`config.mk`:
```
export PLATFORM = sky130hd
export DESIGN_NAME = btn_toggle_pulse
export DESIGN_NICKNAME = d
export VERILOG_FILES = /design/src/rtl/btn_pkg.sv /design/src/rtl/sync_2ff.sv /design/src/rtl/btn_toggle_pulse.sv
export SDC_FILE = /design/constraint.sdc
export NUM_CORES = 1
export LEC_CHECK = 0
export BUFFER_PORTS_ARGS = -buffer_cell sky130_fd_sc_hd__buf_2
export CORE_ASPECT_RATIO = 1.4
export CORE_UTILIZATION = 30
export DETAILED_ROUTE_END_ITERATION = 12
export GPL_ROUTABILITY_DRIVEN = 0
export GPL_TIMING_DRIVEN = 0
export RECOVER_POWER = 50
export SYNTH_ARGS = -nofsm -noshare
export SYNTH_HDL_FRONTEND = slang
export SYNTH_SLANG_ARGS = --single-unit
```
`constraint.sdc`:
```
create_clock -name clk -period 1.9 [get_ports clk]
set_input_delay 0.19 -clock clk [delete_from_list [all_inputs] [get_ports clk]]
set_output_delay 0.19 -clock clk [all_outputs]
set_load 0.03 [all_outputs]
```
`src/rtl/btn_pkg.sv`:
```
// Shared types and constants for the pushbutton debounce path.
package btn_pkg;

   localparam int SYNC_STAGES = 2;

   typedef enum logic [1:0] {
      RELEASED     = 2'd0,
      WAIT_PRESS   = 2'd1,
      PRESSED      = 2'd2,
      WAIT_RELEASE = 2'd3
   } btn_state_e;

endpackage

```
`src/rtl/sync_2ff.sv`:
```
// Generic single-bit synchroniser for asynchronous pad inputs.
module sync_2ff
   import btn_pkg::*;
#(
   parameter logic RST_VAL = 1'b0
) (
   input  logic clk,
   input  logic rstn,
   input  logic d_i,
   output logic q_o
);

   logic [SYNC_STAGES-1:0] sync_q;

   always_ff @(posedge clk or negedge rstn) begin
      if (!rstn) begin
         sync_q <= {SYNC_STAGES{RST_VAL}};
      end else begin
         sync_q <= {sync_q[SYNC_STAGES-2:0], d_i};
      end
   end

   assign q_o = sync_q[SYNC_STAGES-1];

endmodule

```
`src/rtl/btn_toggle_pulse.sv`:
```
// Pushbutton conditioner: synchronise, debounce, and emit one t pulse per press.
module btn_toggle_pulse
   import btn_pkg::*;
#(
   parameter int DEBOUNCE_CYCLES = 50000,
   parameter bit BTN_ACTIVE_LOW  = 1'b1
) (
   input  logic clk,
   input  logic rstn,
   input  logic btn_raw,
   input  logic en,
   output logic t_pulse,
   output logic btn_level,
   output logic busy
);

   localparam int   CNT_W    = $clog2(DEBOUNCE_CYCLES);
   localparam logic PAD_IDLE = BTN_ACTIVE_LOW ? 1'b1 : 1'b0;
   localparam logic [CNT_W-1:0] CNT_LAST = CNT_W'(DEBOUNCE_CYCLES - 1);
   localparam logic [CNT_W-1:0] CNT_ONE  = CNT_W'(1);

   logic       pad_sync;
   logic       s;
   logic       cnt_last;
   btn_state_e state_q;
   logic [CNT_W-1:0] cnt_q;
   logic       fire_q;
   logic       t_pulse_q;
   logic       level_q;
   logic       busy_q;

   sync_2ff #(
      .RST_VAL (PAD_IDLE)
   ) u_sync (
      .clk  (clk),
      .rstn (rstn),
      .d_i  (btn_raw),
      .q_o  (pad_sync)
   );

   // XOR with the idle level yields an active-high "pressed" sample.
   assign s        = pad_sync ^ PAD_IDLE;
   assign cnt_last = (cnt_q == CNT_LAST);

   always_ff @(posedge clk or negedge rstn) begin
      if (!rstn) begin
         state_q   <= RELEASED;
         cnt_q     <= '0;
         fire_q    <= 1'b0;
         t_pulse_q <= 1'b0;
         level_q   <= 1'b0;
         busy_q    <= 1'b0;
      end else begin
         level_q   <= (state_q == PRESSED) || (state_q == WAIT_RELEASE);
         busy_q    <= (state_q == WAIT_PRESS) || (state_q == WAIT_RELEASE);
         t_pulse_q <= fire_q;
         fire_q    <= 1'b0;
         case (state_q)
            RELEASED: begin
               if (s) begin
                  state_q <= WAIT_PRESS;
                  cnt_q   <= CNT_ONE;
               end
            end
            WAIT_PRESS: begin
               if (!s) begin
                  state_q <= RELEASED;
                  cnt_q   <= '0;
               end else if (cnt_last) begin
                  state_q <= PRESSED;
                  cnt_q   <= '0;
                  // en only matters at the accepting edge; later changes cannot fire.
                  fire_q  <= en;
               end else begin
                  cnt_q <= cnt_q + CNT_ONE;
               end
            end
            PRESSED: begin
               if (!s) begin
                  state_q <= WAIT_RELEASE;
                  cnt_q   <= CNT_ONE;
               end
            end
            WAIT_RELEASE: begin
               if (s) begin
                  state_q <= PRESSED;
                  cnt_q   <= '0;
               end else if (cnt_last) begin
                  state_q <= RELEASED;
                  cnt_q   <= '0;
               end else begin
                  cnt_q <= cnt_q + CNT_ONE;
               end
            end
            default: begin
               state_q <= RELEASED;
               cnt_q   <= '0;
            end
         endcase
      end
   end

   assign t_pulse   = t_pulse_q;
   assign btn_level = level_q;
   assign busy      = busy_q;

endmodule
```
* After elaboration in Yosys (flattened, before gate mapping) *
Index checks and enable logic that the tools add are counted.

operators by class
  add/sub/neg operators = 1
  equal/unequal tests = 8
  multiplexer cells = 16
  reductions and logical operators = 5

operator list
  cell                     number
  $mux W16                 5
  $pmux W16 S4             1
  $add A16 B1 Y16 const B  1
  $eq A16 B16 Y1 const B   1
  $mux W2                  6
  $pmux W2 S4              1
  $eq A2 B2 Y1 const B     2
  $reduce_and A4 Y1        1
  $mux W1                  3
  $ne A3 B2 Y1 const B     1
  $ne A3 B3 Y1 const B     1
  $eq A2 B1 Y1 const B     1
  $logic_not A2 Y1         1
  $logic_or A1 B1 Y1       2
  $ne A2 B1 Y1 const B     1
  $ne A2 B2 Y1 const B     1
  $reduce_and A2 Y1        1

storage, ports and cells
  bits in registers = 24
  output and inout port bits = 3
  word-level logic and storage cells = 37

* Longest topological paths before layout *
  depth in word-level cells = 4
  gate-level depth with buffers = 6
  gate-level depth less buffers = 5

* Hierarchy *
A second synthesis with hierarchy kept.

unflattened totals
  cell total of the unflattened synthesis = 126
  area, all modules = 1247.4 um^2

modules (own cells, without submodules)
  module            times used  cells each  area an instance (um^2)  sequential area each (um^2)
  btn_toggle_pulse  1           124         1194.9                   550.5
  sync_2ff          1           2           52.6                     52.6

* Worst setup path before layout *
Ideal clock, no wire load.

  path kind = register -> register
  from = register cnt_q[0]
  to = register cnt_q[14]
  arrival = 1.504 ns
  path slack = 0.309 ns
  cell stages (with the launch flop) = 7
  cells stage by stage = dfrtp_1 ha_1 and3_1 nand4_1 clkbuf_1 o211ai_1 a22oi_1

between the ends
  longest elaborated chain between the ends = 4

ends and longest elaborated chain
  item                                                      RTL line                                                                source
  start, declared                                           btn_toggle_pulse.sv:26                                                  logic [CNT_W-1:0] cnt_q;
  start signal, assigned                                    btn_toggle_pulse.sv:75                                                  cnt_q <= cnt_q + CNT_ONE;
  start signal, assigned                                    btn_toggle_pulse.sv:92                                                  cnt_q <= cnt_q + CNT_ONE;
  $add A16 B1 Y16 / $eq A16 B16 Y1 (equally long branches)  btn_toggle_pulse.sv:75, btn_toggle_pulse.sv:92, btn_toggle_pulse.sv:43
  $mux W16 (*)                                              btn_toggle_pulse.sv:69, btn_toggle_pulse.sv:88
  $mux W16, on equally long branches                        btn_toggle_pulse.sv:85, btn_toggle_pulse.sv:66
  $pmux W16 S4 (*)                                          btn_toggle_pulse.sv:58                                                  case (state_q)

Mark *: on every way between the ends. The rest lies on a longest branch, timed or not.
A chain may end at the register's enable or synchronous reset.

* Worst setup path after layout *
  from = register cnt_q[0]
  to = register cnt_q[2]

The elaborated chain is that of the path after synthesis.

==> summary.md <==
| Metric | Value |
|---|---|
| Post-route setup slack | 142 ps |
| Vias in the first global route | 967 |
| CTS clk-pin slew, worst paths | 80 ps |
| Synth top area cells | dfrtp_1 44%, dfstp_2 4.2%, a31oi_1 3.5% |
| Synth top area share | 43.8% |
| Syn nets | 125 |
| Post-CTS setup buffers | 0 |
| Critical Path Max Stage Delay | 430 ps |
| Filler cell count | 425 |
| Max_slew headroom | 16.0% |
| Async set-reset flop share out of synthesis | 100% |
| Final Cell Area | 1420 sq um |
| Worst slew pin tran | 1260 ps |
| Detail Placement HPWL | 1820 um |
| DR vias | 974 |
| Commonest non-fill, non-tap cell in the layout | dfrtp_1 |
| Boundary pin count | 7 |
| Min Hold Slack | 12.6 ps |
| Initial Utilization | 31.5% |
| Max VDD drop | 911 uV |
| Worst setup SP type | flip-flop |
| Max-Cap Viols | 0 |
| RSZ-0062 raised after global routing | no |
| Clk sinks | 24 |
| Hold crit path type | in -> reg |
| Yosys warns | 0 |
| Nets | 137 |
| Synth Flop Type | dfrtp_1 |
| Status | finished clean |
| Buffers plus inverters on the worst setup path | 1 |
| Sequential share of the synthesized area | 48.0% |
| Number of flops mapped to enable cells by yosys | 0 |
| Die Y | 78.6 um |
| Dpl cell area | 1340 sq um |
| Largest net degree at the start of global routing | 25 |
| Worst Path Class, Setup | reg -> reg |
| Final Setup Violations | 0 |
| Clk Tree Root Cell | clkbuf_8 |
| Netlist cell types | 43 |
| CP Max Fanout | 10 |
| Setup Skew | 2.74 ps |
| Layout cells sized above 1 | 21.4% |
| Skew-Pair Late Insertion Delay | 270 ps |
| ANT nets after route | 0 |
| Core ar. | 3990 sq um |
| Die width | 56.7 um |
| Pwr Density | 1170 nW/um^2 |
| Routed WL | 2530 um |
| CP delay by family, top | simple AND/OR/NAND/NOR gates |
| Slowest-stage cell, CP | dfrtp_1 |
| First-pass GRT wire length | 4420 um |
| CTS tree | built |
| Mean post-synth cell area | 10.5 sq um |
| Data required, critical path | 2070 ps |
| Die ar. | 4460 sq um |
| Fin crit period | 1760 ps |
| Cell area after synthesis | 1260 sq um |
| Power consumption | 1.66 mW |
| Finished Core Util | 35.7% |
| Antenna cells | 0 |
| Antenna violations before repair | 0 |
| FF+latch count, synth | 24 |
| Area growth syn-to-layout | 13.2% |
| Crit. End Element | flip-flop |
| Crit-path cells | ha_1 -> and3_2 -> nand4_1 -> clkbuf_8 -> nand2_1 -> o311ai_1 |
| Final Hold Fails | 0 |
| Setup TNS | 0 ps |
| Max Slew Vio Count | 0 |
| Port Buf Inserts | 6 |
| Pre-CTS WS | 75.7 ps |
| Maximum clock frequency | 569 MHz |
| Arr. time, crit path | 1930 ps |
| Leak | 0.565 nW |
| DP Cell Count | 169 |
| Routed length per instance | 14.5 um |
| Global-route usage over all layers | 12.6% |
| Initial DRC count | 25 |
| Remaining DRCs | 0 |
| Rows | 27 |
| H-tree levels | 1 |
| Commonest cells after routing, fill and taps aside | 22 x dfrtp_1, 9 x nand2_1, 7 x a21oi_1, 7 x buf_2, 7 x a31oi_1 |
| Longest Clk Path Bufs | 2 |
| Fin crit share | 92.5% |
| Post-Syn Instances | 120 |
| Area leader, netlist | dfrtp_1 |
| Multi-input gate area | 578 sq um |
| Sequential cell area | 603 sq um |
| TritonCTS Buffers | 3 |
| Initial DRT Pass Iterations | 4 |
| Non-Filler Instances | 174 |
| Vias per inst | 5.60 |
| Global route overflow | 0 |
## power by group
part           switching (mW)  internal [mW]
Clock                   0.162          0.282
Sequential             0.0774          0.583
Combinational           0.339          0.220
## Yosys cell counts, types with 2 or more instances
library cell / n
dfrtp_1: 22
nand2_1: 9
a21oi_1: 7
a31oi_1: 7
nor2_1: 6
inv_1: 5
nand3_1: 5
nand4_1: 5
mux2i_1: 4
clkbuf_1: 3
o211ai_1: 3
o21ai_0: 3
or3_1: 3
and2_1: 2
and3_1: 2
and4_2: 2
buf_4: 2
clkbuf_8: 2
dfstp_2: 2
nand2b_1: 2
o2111ai_1: 2
## state kept, by name (all words and copies together) (netlist names), named ones only
name,flops
cnt_q,16
fire_q,1
state_q,1
busy,1
u_sync.sync_q,2
t_pulse,1
btn_level,1
## timing repair
item	CTS	global route
endpoints found under the hold margin	22	0
endpoints found under the setup margin	0	10
hold buffers	1	0
resized for setup	0	4
## per-layer routing
metal | routed length [um] | global-route usage, % | share of wire, %
met5 | 0 | 0 | 0
met1 | 1130 | 14.5 | 44
met2 | 1330 | 23.6 | 53
met4 | 37 | 5.25 | 1.5
met3 | 33 | 0.988 | 1.3
## worst paths after layout
path,start,to,slack [ps],cells after the start
max in group asynchronous,rstn,cnt_q[7]$_DFFE_PN0P_,440,2
hold reg to reg,fire_q$_DFF_PN0_,t_pulse$_DFF_PN0_,360,0
setup reg to reg,cnt_q[0]$_DFFE_PN0P_,cnt_q[2]$_DFFE_PN0P_,140,6
min in group asynchronous,rstn,cnt_q[2]$_DFFE_PN0P_,710,2
hold / removal,btn_raw,u_sync.sync_q[0]$_DFF_PN1_,10,1
setup / recovery,cnt_q[0]$_DFFE_PN0P_,cnt_q[2]$_DFFE_PN0P_,140,6
## cell type report
type	instances	area share, %
Buffer	8	4.22
Clock buffer	3	2.90
Tap cell	43	3.78
Sequential cell	24	42.4
Multi-Input combinational cell	83	40.6
Inverter	5	1.32
Timing Repair Buffer	7	2.72
Clock inverter	1	2.11
## logic make-up (layout without fill, tap and decap cells)
logic type / after synthesis / count (layout) / synth area share [%]
fa+ha+maj: 1 / 1 / 0.995
buf+inv: 13 / 24 / 6.17
simple gates: 46 / 46 / 22.9
mux: 4 / 4 / 3.18
xor+xnor: 2 / 2 / 1.99
compound gates: 30 / 30 / 16.8
flops: 24 / 24 / 48.0
Note: power is estimated with default switching activity, not from simulation.
